===== src/rtl/fifo_enq_arbiter.sv =====
// fifo_enq_arbiter
//   Shares the single enq method of a downstream FIFO between two producer
//   clients using round-robin arbitration with bounded bursts. Each beat
//   forwarded downstream is tagged with its source id in the MSB.
//
// Handshake: a client may assert cN_enq__ENA only in a cycle where
//   cN_enq__RDY is high; the beat is accepted in that same cycle. RDY is
//   derived from requests, registered state and out_enq__RDY only, never
//   from any ENA, so there is no combinational ENA->RDY loop. cN_req is a
//   level "I have a beat" and must not depend on cN_enq__RDY.
//
// Ports:
//   CLK, nRST                 clock, synchronous active-low reset
//   cN_req                    client N has a beat pending
//   cN_enq__ENA / cN_enq_v    client N enq fire and payload
//   cN_enq__RDY               client N may fire this cycle
//   out_enq__RDY              downstream FIFO can accept
//   out_enq__ENA / out_enq_v  downstream enq, {source id, payload}
//   count0 / count1           saturating accepted-beat counters
//   err                       sticky protocol-violation flag
module fifo_enq_arbiter #(
  parameter int WIDTH     = 32,
  parameter int MAX_BURST = 4,
  parameter int CNT_W     = 16
) (
  input  logic             CLK,
  input  logic             nRST,
  input  logic             c0_req,
  input  logic             c0_enq__ENA,
  input  logic [WIDTH-1:0] c0_enq_v,
  output logic             c0_enq__RDY,
  input  logic             c1_req,
  input  logic             c1_enq__ENA,
  input  logic [WIDTH-1:0] c1_enq_v,
  output logic             c1_enq__RDY,
  input  logic             out_enq__RDY,
  output logic             out_enq__ENA,
  output logic [WIDTH:0]   out_enq_v,
  output logic [CNT_W-1:0] count0,
  output logic [CNT_W-1:0] count1,
  output logic             err
);

  localparam int BC_W = $clog2(MAX_BURST + 1);

  logic             r_cur;
  logic             r_prio;
  logic [BC_W-1:0]  r_burst_cnt;
  logic [CNT_W-1:0] r_count0;
  logic [CNT_W-1:0] r_count1;
  logic             r_err;

  logic [1:0]       w_req;
  logic             w_grant_valid;
  logic             w_cont;
  logic             w_g;
  logic             w_fire0;
  logic             w_fire1;
  logic             w_viol;

  assign w_req         = {c1_req, c0_req};
  assign w_grant_valid = |w_req;

  // A burst continues only while its owner keeps requesting and has not
  // yet used its MAX_BURST beats; burst_cnt==0 means no burst in progress.
  always_comb begin
    w_cont = 1'b0;
    w_g    = 1'b0;
    if (w_req[r_cur] && (r_burst_cnt != '0) &&
        (r_burst_cnt < BC_W'(MAX_BURST))) begin
      w_cont = 1'b1;
    end
    if (w_cont) begin
      w_g = r_cur;
    end else if (w_req[r_prio]) begin
      w_g = r_prio;
    end else begin
      w_g = ~r_prio;
    end
  end

  assign c0_enq__RDY = out_enq__RDY & w_grant_valid & ~w_g;
  assign c1_enq__RDY = out_enq__RDY & w_grant_valid &  w_g;

  // An ENA without the matching RDY is dropped here, so it never reaches
  // the FIFO or the counters; it only raises the sticky error.
  assign w_fire0 = c0_enq__ENA & c0_enq__RDY;
  assign w_fire1 = c1_enq__ENA & c1_enq__RDY;
  assign w_viol  = (c0_enq__ENA & ~c0_enq__RDY) | (c1_enq__ENA & ~c1_enq__RDY);

  assign out_enq__ENA = w_fire0 | w_fire1;
  assign out_enq_v    = {w_g, (w_g ? c1_enq_v : c0_enq_v)};

  always_ff @(posedge CLK) begin
    if (!nRST) begin
      r_cur       <= 1'b0;
      r_prio      <= 1'b0;
      r_burst_cnt <= '0;
      r_count0    <= '0;
      r_count1    <= '0;
      r_err       <= 1'b0;
    end else begin
      if (w_viol) begin
        r_err <= 1'b1;
      end
      if (out_enq__ENA) begin
        // w_cont implies the grant is the current burst owner.
        if (w_cont) begin
          r_burst_cnt <= r_burst_cnt + BC_W'(1);
        end else begin
          r_cur       <= w_g;
          r_burst_cnt <= BC_W'(1);
        end
        r_prio <= ~w_g;
        if (!w_g && (r_count0 != '1)) begin
          r_count0 <= r_count0 + CNT_W'(1);
        end
        if (w_g && (r_count1 != '1)) begin
          r_count1 <= r_count1 + CNT_W'(1);
        end
      end else if (!w_req[r_cur]) begin
        // Owner dropped its request: the burst is over. A downstream stall
        // with the owner still requesting keeps the burst alive.
        r_burst_cnt <= '0;
      end
    end
  end

  assign count0 = r_count0;
  assign count1 = r_count1;
  assign err    = r_err;

endmodule


===== config.mk =====
export PLATFORM = sky130hd
export DESIGN_NAME = fifo_enq_arbiter
export DESIGN_NICKNAME = d
export VERILOG_FILES = /design/src/rtl/fifo_enq_arbiter.sv
export SDC_FILE = /design/constraint.sdc
export NUM_CORES = 1
export LEC_CHECK = 0
export CAP_MARGIN = 20
export CELL_PAD_IN_SITES_DETAIL_PLACEMENT = 0
export CELL_PAD_IN_SITES_GLOBAL_PLACEMENT = 2
export CORE_MARGIN = 1
export CORE_UTILIZATION = 18
export CTS_CLUSTER_SIZE = 40
export DETAILED_ROUTE_END_ITERATION = 6
export PLACE_DENSITY_LB_ADDON = 0.2
export SETUP_SLACK_MARGIN = 0.4
export SYNTH_ARGS = -nofsm -noshare
export SYNTH_HDL_FRONTEND = slang
export SYNTH_SLANG_ARGS = --single-unit

===== constraint.sdc =====
create_clock -name CLK -period 2.5 [get_ports CLK]
set_clock_uncertainty 0.2 [all_clocks]
set_input_delay 0.25 -clock CLK [delete_from_list [all_inputs] [get_ports CLK]]
set_output_delay 0.25 -clock CLK [all_outputs]
set_load 0.02 [all_outputs]

# == Word level (Yosys, flattened, before mapping) ==
# Cells that the tools add are included.
# totals
input_bits,71
ff_bits,38
wordCells,50
output_inout_bits,69
# op_classes
bitwise,14
eq_ne,3
n_mux,11
reduce_logical,10
add_sub_neg,3
n_lt_le_gt_ge,3
# ops
cell,count
adder 16 x 1 -> 16 bit (second input constant),2
2-to-1 mux 32 bit,1
!= test 16 bit (second input constant),2
2-to-1 mux 3 bit,3
bitwise AND 1 bit,7
2-to-1 mux 1 bit,7
AND reduction 2 bit,3
inverter 1 bit,5
logical AND 1 bit,4
less-than comparator 1 x 2 -> 1 bit (second input constant),2
adder 3 x 1 -> 3 bit (second input constant),1
less-than comparator 3 bit (second input constant),1
nonzero test 3 bit,1
!= test 2 bit (second input constant),1
bitwise OR 1 bit,2
OR reduction 2 bit,1
zero test 1 bit,1

# == Depth between registers and ports, before layout ==
# depth
ltp_word,11
depth_mapped,10
depth_no_buf,8

# == Worst setup path after synthesis ==
# Ideal clock, no wire load.
# synth_path
kind,flip-flop to flip-flop
from,register r_burst_cnt[0]
to,register r_burst_cnt[0]
setup_ns,0.120
slack_ns,-0.133
stages_incl_launch_ff,9
n_path_buf,1
arrival_ns,2.313
required_time_ns,2.180
synth_period_minus_slack_ns,2.633
path_cell_list,dfxtp_1 -> inv_1 -> ha_1 -> o211a_1 -> a211oi_2 -> buf_2 -> mux2i_1 -> nand4_1 -> nor3b_1
# synth_between
elab_chain_cells,10
elab_cells_between_ends,16
cone_classes,add/sub: 1; order compare: 1; eq/ne: 1; mux: 4; bitwise: 6; reduce/logical: 3
# synth_lines
item,line_no,source
start: declaration,48,logic [BC_W-1:0] r_burst_cnt;
start signal: assignment,109,r_burst_cnt <= r_burst_cnt + BC_W'(1);
"parallel branches: the longest is 2 deep, another holds less-than comparator 3 bit",--,
logical AND 1 bit *,69,if (w_req[r_cur] && (r_burst_cnt != '0) &&
2-to-1 mux 1 bit *,69,
2-to-1 mux 1 bit *,73,if (w_cont) begin
inverter 1 bit,82,assign c0_enq__RDY = out_enq__RDY & w_grant_valid & ~w_g;
bitwise AND 1 bit,82,
bitwise AND 1 bit,87,assign w_fire0 = c0_enq__ENA & c0_enq__RDY;
bitwise OR 1 bit *,91,assign out_enq__ENA = w_fire0 | w_fire1;
net out_enq__ENA,37,"output logic out_enq__ENA,"
!= test 2 bit (no source line) or 2-to-1 mux 3 bit (tied branches),--,
# Mark *: on every way through the listed nets, which the timed path passes.
# A chain may end at the register's enable or synchronous reset.

# == Final worst setup path ==
# layout_path
from,register r_burst_cnt[1]
to,output out_enq_v[16]
# layout_between
elab_chain_cells,6
elab_cells_between_ends,7
cone_classes,order compare: 1; mux: 3; reduce/logical: 3
# layout_lines
item,line_no,source
"parallel branches: the longest is 2 deep, another holds less-than comparator 3 bit",--,
logical AND 1 bit *,69,
2-to-1 mux 1 bit *,69,
2-to-1 mux 1 bit *,73,
2-to-1 mux 32 bit *,92,"assign out_enq_v = {w_g, (w_g ? c1_enq_v : c0_enq_v)};"
end: declaration,38,"output logic [WIDTH:0] out_enq_v,"
# Mark *: on every way between the ends.

==> results.sh <==
export IMPL_netlist_instances=272
export IMPL_grt_pass1_wl_um=13500
export IMPL_syn_area_um2=2390
export IMPL_ir_worst_vdd_mv=0.273
export IMPL_antenna_found_initial=0
export IMPL_status="finished, final reports clean"
export IMPL_clock_root_buffer="clkbuf_16"
export IMPL_end_kind="output port"
export IMPL_die_area_um2=13700
export IMPL_n_antenna_cell=0
export IMPL_syn_avg_cell_area_um2=8.77
export IMPL_crit_type="reg2out"
export IMPL_cp_start_kind="flop"
export IMPL_detail_route_first_pass_iterations=6
export IMPL_fin_hold_ws_ps=299
export IMPL_ys_flop_type="dfxtp_1"
export IMPL_cts_made_buffers=5
export IMPL_io_buffers=139
export IMPL_cts_clk_slew_worst_paths_ps=60
export IMPL_drive_gt1_frac=0.389
export IMPL_setup_viol=0
export IMPL_fin_crit_sh=0.989
export IMPL_grt_max_degree=28
export IMPL_worstMarginPinSlew_ps=651
export IMPL_yosysTopAreaCell="dfxtp_1"
export IMPL_synth_area_leaders="dfxtp_1, mux2_2, xnor2_1"
export IMPL_synth_edf_count=0
export IMPL_via_per_inst=4.38
export IMPL_grt_overflow_total=0
export IMPL_maxCapViolCount=0
export IMPL_grt_usage=0.128
export IMPL_drt_total_wl_um=9210
export IMPL_fillers=1243
export IMPL_final_core_util=0.402
export IMPL_core_area_um2=12800
export IMPL_post_route_drc_count=0
export IMPL_crit_required_ps=2050
export IMPL_fin_area_um2=5130
export IMPL_max_freq_mhz=404
export IMPL_wl_per_cell_um=14.6
export IMPL_htreeDepth=2
export IMPL_p_per_area_nw_per_um2=374
export IMPL_hold_viol_final=0
export IMPL_synthesis_nets=347
export IMPL_clock_latency_ps=280
export IMPL_postRouteAntennaNets=0
export IMPL_synth_async_reset_ratio=0
export IMPL_die_w_um=117
export IMPL_path_max_fanout=6
export IMPL_num_io_pins=140
export IMPL_rsz0062_at_grt="yes"
export IMPL_routabilityCongestion=0.747
export IMPL_area_growth_pct=115
export IMPL_nets=532
export IMPL_cts_hold_buf=0
export IMPL_yosysTopAreaCellShare=0.319
export IMPL_start_util=0.187
export IMPL_die_h_um=117
export IMPL_cts_tree="built"
export IMPL_ys_warn_count=0
export IMPL_yosysUniqueCellTypes=45
export IMPL_slew_violations=0
export IMPL_grt_pass1_vias=2660
export IMPL_ys_seq_area_frac=0.319
export IMPL_period_minus_slack_ps=2470
export IMPL_postPlaceCellArea_um2=4370
export IMPL_cts_buffer_depth=2
export IMPL_synth_seq_cells=38
export IMPL_slew_headroom=0.564
export IMPL_first_iter_violations=41
export IMPL_dp_hpwl_um=6580
export IMPL_cts_sink_count=38
export IMPL_vias=2762
export IMPL_row_count=41
export IMPL_cp_arrival_ps=2020
export IMPL_p_leak_nw=1.97
export IMPL_hp_class="reg2reg"
## worst max-delay path, stage by stage (launching register included)
cell      delay, ps
dfxtp_2         320
inv_2            60
ha_4            130
and4bb_1        200
a211oi_4        250
buf_6           200
buf_12          130
mux2_4          300
buf_6           130
## Yosys cell counts (2+ instances only)
cell type  number
o31ai_1         5
buf_2           7
nor3_1          4
mux2_2         33
inv_1           8
o21ai_0         6
nand3_1        16
nor2_1         24
or4_1           4
nor4_1          8
xnor2_1        12
or4b_1          3
dfxtp_1        38
and3_1          4
nor4b_1         2
mux2i_1         9
xor2_1          2
o211ai_1        3
clkbuf_1        4
nand4_1         9
and2_1          2
ha_1            4
and4_1          2
or3_1           5
nand2b_1        8
a21oi_1        12
nand2_1        20
## layout make-up
cell class / count / area (µm²) / share of cell area
inverters: 10 / 40.0 / 0.00780
repair buffers: 190 / 1980 / 0.386
clock inverters: 2 / 12.5 / 0.00244
clock buffers: 6 / 139 / 0.0271
flip-flops and latches: 38 / 771 / 0.150
multi-input cells: 212 / 1970 / 0.384
well taps: 172 / 215 / 0.0419
## through the flow
step           worst slack [ps]  cells  total power, mW  TNS, ps
6_report                   26.5    630             1.92        0
5_1_grt                   -53.0    630             2.01     -775
4_1_cts                   -33.0    621             1.93     -440
3_5_place_dp               -593    599             1.16   -23810
3_3_place_gp               -519    599             1.16   -19870
2_1_floorplan               288    272            0.889        0
## state kept, by name, summed over array words and instances, names as in the netlist
signal and cells:
count0 16, count1 16, err 1, r_burst_cnt 3, r_cur 1, r_prio 1
## layer usage
metal / part of all wire / global-route usage
met5: 0 / 0
met4: 0.0076 / 0.0270
met3: 0.073 / 0.0263
met2: 0.51 / 0.240
met1: 0.41 / 0.149
## kinds of logic after synthesis
group,after synthesis,synth area share
and+or+nand+nor,118,0.278
muxes,42,0.194
DFF,38,0.319
AOI/OAI and AO/OA,34,0.0970
buffers and inverters,22,0.0398
xor gates and xnor gates,14,0.0514
adders and majority gates,4,0.0210
## path summary, 6_finish.rpt
path                        endpoint  cells past startpoint                   startpoint  slack (ps)
max                    out_enq_v[16]                      8  r_burst_cnt[1]$_SDFFE_PN0P_          30
min           count0[9]$_SDFFE_PN0P_                      2       count0[9]$_SDFFE_PN0P_         300
max reg2reg  count0[15]$_SDFFE_PN0P_                     10  r_burst_cnt[1]$_SDFFE_PN0P_          60
min reg2reg   count0[9]$_SDFFE_PN0P_                      2       count0[9]$_SDFFE_PN0P_         300
## what timing repair did
action                     in CTS  in global routing
pin swaps                      25                 29
resized for setup             257                 32
setup buffers                  12                  8
setup endpoints to repair      72                 73
cloned                          2                  1
hold endpoints to repair        0                  0
## cell usage in the layout (no fill, tap or decap), drive strengths merged, types with 8 or more instances in the layout
master	synthesis	routed
clkdlybuf4s50	0	103
buf	8	87
dfxtp	38	38
mux2	33	33
nor2	24	24
nand2	20	20
nand3	16	16
xnor2	12	12
a21oi	12	12
nand4	9	9
nor4	9	9
mux2i	9	9
inv	9	9
nand2b	8	8
## power breakdown
group          total [mW]  internal [mW]  switching, mW
registers           0.619          0.611        0.00738
clock network       0.660          0.396          0.264
logic               0.643          0.385          0.258
total                1.92           1.39          0.530
No activity file was read; power rests on OpenSTA's default activity.
